**config.mk**
```make
export PLATFORM = sky130hd
export DESIGN_NAME = biquad_seq_ctrl
export DESIGN_NICKNAME = d
export VERILOG_FILES = /design/src/rtl/biquad_seq_ctrl_pkg.sv /design/src/rtl/biquad_seq_ctrl.sv
export SDC_FILE = /design/constraint.sdc
export NUM_CORES = 1
export LEC_CHECK = 0
export BUFFER_PORTS_ARGS = -buffer_cell sky130_fd_sc_hd__buf_2
export CAP_MARGIN = 5
export CORE_MARGIN = 4
export CORE_UTILIZATION = 28
export DETAILED_ROUTE_END_ITERATION = 10
export GPL_TIMING_DRIVEN = 0
export PLACE_DENSITY_LB_ADDON = 0.2
export SLEW_MARGIN = 20
export SYNTH_ARGS = -nofsm -noshare
export SYNTH_HDL_FRONTEND = slang
export SYNTH_SLANG_ARGS = --single-unit
```
**constraint.sdc**
```tcl
create_clock -name clk -period 1.5 [get_ports clk]
set_input_delay 0.225 -clock clk [delete_from_list [all_inputs] [get_ports clk]]
set_output_delay 0.225 -clock clk [all_outputs]
set_load 0.01 [all_outputs]
```
**src/rtl/biquad_seq_ctrl_pkg.sv**
```systemverilog
// Shared definitions for the biquad sequencer: word format, state encoding and
// the operand-select codes understood by the coefficient/state/addend selector.
package biquad_seq_ctrl_pkg;

   localparam int N = 24;
   localparam int F = 14;

   typedef enum logic [2:0] {
      ST_IDLE = 3'd0,
      ST_S1   = 3'd1,
      ST_S2   = 3'd2,
      ST_S3   = 3'd3,
      ST_S4   = 3'd4,
      ST_S5   = 3'd5,
      ST_UPD  = 3'd6
   } state_t;

   // Coefficient select (controlS); 110/111 are reserved
   localparam logic [2:0] SEL_ZERO = 3'b000;
   localparam logic [2:0] SEL_A1   = 3'b001;
   localparam logic [2:0] SEL_A2   = 3'b010;
   localparam logic [2:0] SEL_B0   = 3'b011;
   localparam logic [2:0] SEL_B1   = 3'b100;
   localparam logic [2:0] SEL_B2   = 3'b101;

   // State select (controlC)
   localparam logic [1:0] SEL_ST_ZERO = 2'b00;
   localparam logic [1:0] SEL_FK1     = 2'b01;
   localparam logic [1:0] SEL_FK2     = 2'b10;
   localparam logic [1:0] SEL_FK      = 2'b11;

   // Addend select (controlZ); 110/111 are reserved
   localparam logic [2:0] SEL_ADD_ZERO = 3'b000;
   localparam logic [2:0] SEL_UK       = 3'b001;
   localparam logic [2:0] SEL_YK       = 3'b010;
   localparam logic [2:0] SEL_ACUM1    = 3'b011;
   localparam logic [2:0] SEL_ACUM2    = 3'b100;
   localparam logic [2:0] SEL_ACUM3    = 3'b101;

endpackage

```
**src/rtl/biquad_seq_ctrl.sv**
```systemverilog
// Direct Form II biquad sequencer: five MAC steps per sample, owning the delay
// line, input sample and partial sums, and capturing the datapath result.
module biquad_seq_ctrl
   import biquad_seq_ctrl_pkg::*;
(
   input  logic         clk,
   input  logic         reset,
   input  logic         start,
   input  logic         clear,
   input  logic [N-1:0] uk_in,
   input  logic [N-1:0] mac_sum,
   output logic [2:0]   controlS,
   output logic [1:0]   controlC,
   output logic [2:0]   controlZ,
   output logic [N-1:0] Uk,
   output logic [N-1:0] fk,
   output logic [N-1:0] fk1,
   output logic [N-1:0] fk2,
   output logic [N-1:0] acum1,
   output logic [N-1:0] acum2,
   output logic [N-1:0] acum3,
   output logic [N-1:0] yk,
   output logic         busy,
   output logic         done,
   output logic         overrun,
   output logic [2:0]   fsm_state
);

   // Handshake: start is accepted only on an edge where busy is low (IDLE);
   // done pulses for exactly one cycle when yk is new, and yk holds until the next done.
   state_t state_r, state_nx;

   always_ff @(posedge clk or negedge reset) begin
      if (!reset) state_r <= ST_IDLE;
      else        state_r <= state_nx;
   end

   always_comb begin
      state_nx = state_r;
      unique case (state_r)
         ST_IDLE: if (start) state_nx = ST_S1;
         ST_S1:   state_nx = ST_S2;
         ST_S2:   state_nx = ST_S3;
         ST_S3:   state_nx = ST_S4;
         ST_S4:   state_nx = ST_S5;
         ST_S5:   state_nx = ST_UPD;
         ST_UPD:  state_nx = ST_IDLE;
         default: state_nx = ST_IDLE;
      endcase
      if (clear) state_nx = ST_IDLE;
   end

   // Selects depend on state only, so mac_sum never reaches an output combinationally
   always_comb begin
      controlS = SEL_ZERO;
      controlC = SEL_ST_ZERO;
      controlZ = SEL_ADD_ZERO;
      busy     = (state_r != ST_IDLE);
      done     = (state_r == ST_UPD) && !clear;
      unique case (state_r)
         ST_S1: begin controlS = SEL_A1; controlC = SEL_FK1; controlZ = SEL_UK;       end
         ST_S2: begin controlS = SEL_A2; controlC = SEL_FK2; controlZ = SEL_ACUM1;    end
         ST_S3: begin controlS = SEL_B0; controlC = SEL_FK;  controlZ = SEL_ADD_ZERO; end
         ST_S4: begin controlS = SEL_B1; controlC = SEL_FK1; controlZ = SEL_ACUM2;    end
         ST_S5: begin controlS = SEL_B2; controlC = SEL_FK2; controlZ = SEL_ACUM3;    end
         default: ;
      endcase
   end

   assign fsm_state = state_r;

   always_ff @(posedge clk or negedge reset) begin
      if (!reset) begin
         Uk <= '0; fk <= '0; fk1 <= '0; fk2 <= '0;
         acum1 <= '0; acum2 <= '0; acum3 <= '0; yk <= '0;
         overrun <= 1'b0;
      end else if (clear) begin
         Uk <= '0; fk <= '0; fk1 <= '0; fk2 <= '0;
         acum1 <= '0; acum2 <= '0; acum3 <= '0; yk <= '0;
         overrun <= 1'b0;
      end else begin
         if (busy && start) overrun <= 1'b1;
         unique case (state_r)
            ST_IDLE: if (start) Uk <= uk_in;
            ST_S1:   acum1 <= mac_sum;
            ST_S2:   fk    <= mac_sum;
            ST_S3:   acum2 <= mac_sum;
            ST_S4:   acum3 <= mac_sum;
            ST_S5:   yk    <= mac_sum;
            ST_UPD: begin
               fk2 <= fk1;
               fk1 <= fk;
            end
            default: ;
         endcase
      end
   end

endmodule

```
# After elaboration in Yosys (flattened, before gate mapping)
# Cells that the tools add are included.
[totals] output_inout_bits=206 reg_bits=196 elab_cells=59 in_bits=52
[classes] muxes=25 n_reduce_logical=17 n_eq_ne=7
[ops] op="$mux 24" count=17
[ops] op="$pmux 3 s6" count=1
[ops] op="$reduce_bool 2->1" count=9
[ops] op="$pmux 3 s5" count=1
[ops] op="$pmux 3 s4" count=1
[ops] op="$eq 3x3->1 const B" count=3
[ops] op="$eq 3x2->1 const B" count=2
[ops] op="$mux 3" count=2
[ops] op="$pmux 2 s3" count=1
[ops] op="$reduce_or 2->1" count=2
[ops] op="$eq 3x1->1 const B" count=1
[ops] op="$logic_not 3->1" count=1
[ops] op="$ne 3x3->1 const B" count=1
[ops] op="$reduce_bool 3->1" count=1
[ops] op="$logic_and 1x1->1" count=2
[ops] op="$mux 1" count=2
[ops] op="$reduce_and 2->1" count=1
[ops] op="$logic_not 1->1" count=1

# Logic depth before layout (Yosys ltp)
[depth] ltp_word=4 depth_mapped=6 depth_no_buf=4

# Worst setup path before layout
# No wires, ideal clock.
[synth_timing] path_kind="register -> output" startpoint="register state_r[1], in the netlist fsm_state[1]" endpoint="output controlS[0]" arrival_time_ns=1.580 t_required_ns=1.275 setup_slack_ns=-0.305 stages_incl_launch_ff=6 path_cell_list="dfrtp_1 buf_2 inv_1 ha_1 maj3_1 nor2_1"
[synth_between] elab_chain_len=2 elab_cells_between_ends=6 cone_classes="eq/ne: 5; mux: 1"
[synth_lines] element="from (decl)" line_no="biquad_seq_ctrl.sv:31" source="state_t state_r, state_nx;"
[synth_lines] element="from (signal assigned)" line_no="biquad_seq_ctrl.sv:35" source="else state_r <= state_nx;"
[synth_lines] element="$eq 3x3->1, or another cell as far along" line_no="biquad_seq_ctrl.sv:60" source="unique case (state_r)"
[synth_lines] element="$pmux 3 s5 *" line_no="biquad_seq_ctrl.sv:60"
[synth_lines] element="to (decl)" line_no="biquad_seq_ctrl.sv:12" source="output logic [2:0] controlS,"
# Every way passes the cells marked *; elsewhere a longest branch is shown, timed or not.

# Final worst setup path
# Ends and elaborated chain as after synthesis.

==> flow_summary.json <==
{
  "gp_congestion": 0.745,
  "drive_above_1_share_pct": 37.5,
  "critPathMaxFanout": 4,
  "fin_nets": 1104,
  "grt_overflow": 0,
  "fill_cells": 3081,
  "track_usage_pct": 16.7,
  "synth_edf_count": 0,
  "drtIter0Drc": 335,
  "dieArea_um2": 34600,
  "synth_area_leaders": "dfrtp_1, nand2b_1, mux2i_1, o2bb2ai_1, clkbuf_1",
  "ios": 258,
  "cts_buffer_depth": 2,
  "multi_input_area_um2": 3710,
  "cts_tree": "built",
  "required_ns": 1.27,
  "hold_class": "in -> reg",
  "num_rows": 64,
  "antenna_found_initial": 1,
  "synth_top_area_cell": "dfrtp_1",
  "final_common_cell": "buf_2",
  "relSlewSlack_pct": 63.4,
  "final_core_util_pct": 40.1,
  "ys.warnings.count": 0,
  "fin_ws_ns": -0.470,
  "synth_top_area_share_pct": 55.3,
  "drc": 0,
  "synth_area_um2": 8870,
  "synth_flop_cell": "dfrtp_1",
  "die_h_um": 186,
  "synthesis.instances": 722,
  "power.density_nw_per_um2": 949,
  "cp-start-kind": "flop",
  "drtPass1Iterations": 4,
  "cp_data_arrival_time_ns": 1.74,
  "ys_types": 30,
  "cp_slowest_stage_delay_ns": 0.44,
  "ys_ff_latch": 196,
  "finalCritPeriodShare_pct": 131,
  "clock_sinks": 196,
  "holdWs_ns": 0.0338,
  "first_global_vias": 6685,
  "drtAntennaViolNets": 0,
  "grt_pass1_wl_um": 43500,
  "routed-via-count": 6502,
  "rsz0062_at_grt": "true",
  "grt_max_degree": 91,
  "start_util_pct": 28.7,
  "failed_checks": "setup timing",
  "critPathKind": "reg -> out",
  "wire_per_inst_um": 20.2,
  "fin_crit_ns": 1.97,
  "ir_worst_vdd_mv": 0.710,
  "h-tree-depth": 4,
  "avgSynthCellArea_um2": 12.3,
  "hold_end": "Uk[15]",
  "tns_ns": -15.34,
  "async_reset_ff_share_pct": 100,
  "die_w_um": 186,
  "cts_buffers": 17,
  "insertion_delay_ns": 0.44,
  "cp_common_cell": "buf_6",
  "vias_per_cell": 4.46,
  "worst_pin_slew_ns": 0.550,
  "fmax_mhz": 508,
  "clockRootBuffer": "clkbuf_16",
  "setup_viol": 148,
  "wl_um": 29500,
  "slowest_stage": "dfrtp_2",
  "cp_cell_sequence": "buf_6 -> inv_4 -> ha_4 -> maj3_2 -> nor2_4 -> buf_6",
  "r2r_start": "fsm_state[2]",
  "hp-start": "uk_in[15]",
  "rr_endpoint": "Uk[14]",
  "final_cell_mix": "buf_2, nand2b_1, dfrtp_1, mux2i_1, o2bb2ai_1",
  "rrSetupSlack_ns": -0.23,
  "hold_viol_final": 0,
  "cts.clk_slew.worst_paths_ns": 0.08,
  "r2r_cells": 8,
  "ys_seq_area_share_pct": 55.3,
  "io_buffers": 256,
  "dp_hpwl_um": 20700,
  "synthesis.nets": 777,
  "ff_latch_area_um2": 4910,
  "fin_worst_skew_ns": 0.0159,
  "endpoint_kind": "output pin",
  "leakage_nw": 6.68,
  "cap_violations": 0,
  "holdPathStages": 3,
  "slew_viol_final": 0,
  "status": "complete, but fails checks",
  "syn_to_final_growth_pct": 39.8,
  "core_area_um2": 30900
}
==> cell families (layout without fill, tap and decap cells) <==
family / count (synthesis) / in the layout / synth area share (%)
AO/OA/AOI/OAI: 56 / 56 / 5.31
adder cells (fa/ha/maj): 4 / 4 / 0.536
buffers and inverters: 66 / 406 / 4.25
flip-flops: 196 / 196 / 55.3
multiplexers: 144 / 144 / 16.3
other: 0 / 1 / 0
AND/OR/NAND/NOR: 256 / 256 / 18.3
==> critical path, delay by kind of cell (launching register included) <==
family | cells | cell delay, ns
adders and majority gates | 2 | 0.50
DFF | 1 | 0.44
and+or+nand+nor | 1 | 0.09
buffers and inverters | 3 | 0.30
==> synth_stat cells (all sizes together) (2+ instances only) <==
| master | count |
|---|---|
| mux2i | 144 |
| ha | 3 |
| nand2b | 241 |
| o2bb2ai | 48 |
| o21ai | 3 |
| nand3b | 2 |
| dfrtp | 196 |
| inv | 5 |
| a21oi | 2 |
| clkbuf | 31 |
| or3b | 3 |
| buf | 29 |
==> layout make-up <==
class,count,area share [%]
flip-flops and latches,196,39.6
inverters,6,0.383
clock buffers,19,3.49
plain buffers,58,4.48
clock inverters,13,1.06
multi-input cells,460,29.9
repair buffers,310,17.0
diodes,1,0.0202
well taps,396,4.00
==> state kept, by name, indices dropped and copies added (netlist names) <==
register	flops
Uk	24
fk	24
yk	24
fsm_state	3
acum3	24
fk1	24
fk2	24
acum1	24
overrun	1
acum2	24
==> worst max path at each step <==
stage / from / slack (ns) / cells past startpoint / end
detailed placement: clear / -0.58 / 5 / yk[13]
CTS: fsm_state[2] / -0.53 / 6 / controlZ[0]
global placement: reset / -3.87 / 1 / fsm_state[1]
finish: fsm_state[1] / -0.47 / 6 / controlS[0]
global route: fsm_state[1] / -0.53 / 6 / controlS[0]
floorplan: fsm_state[1] / -0.03 / 5 / controlS[0]
==> report_power, final <==
part / internal [W] / switching [W]
logic: 0.000788 / 0.000844
clock network: 0.00223 / 0.00236
registers: 0.00543 / 0.000110
==> timing repair <==
action / CTS / global route
hold buffers: 1 / 0
pin swaps: 5 / 3
gates cloned: 6 / 5
resized for setup: 87 / 73
endpoints found under the setup margin: 174 / 140
setup buffers: 21 / 25
hold endpoints to repair: 27 / 0
==> layer usage <==
metal	GRT usage (%)	vias up	share of wire, %
li1	-	3096	-
met1	23.1	3261	46
met2	27.1	130	48
met3	3.26	15	4.2
met4	4.20	0	1.3
met5	0	-	0
==> metrics by stage <==
step                      worst slack, ns  std cells  instance area, µm²  total power [W]
after floorplan                   -0.0301        722                8920          0.00633
after global placement              -3.87       1374               10700          0.00696
after detailed placement           -0.579       1376               10800          0.00699
after CTS                          -0.528       1435               12000           0.0119
after global routing               -0.528       1459               12400           0.0123
final                              -0.470       1459               12400           0.0118
Note: power is estimated with default switching activity, not from simulation.
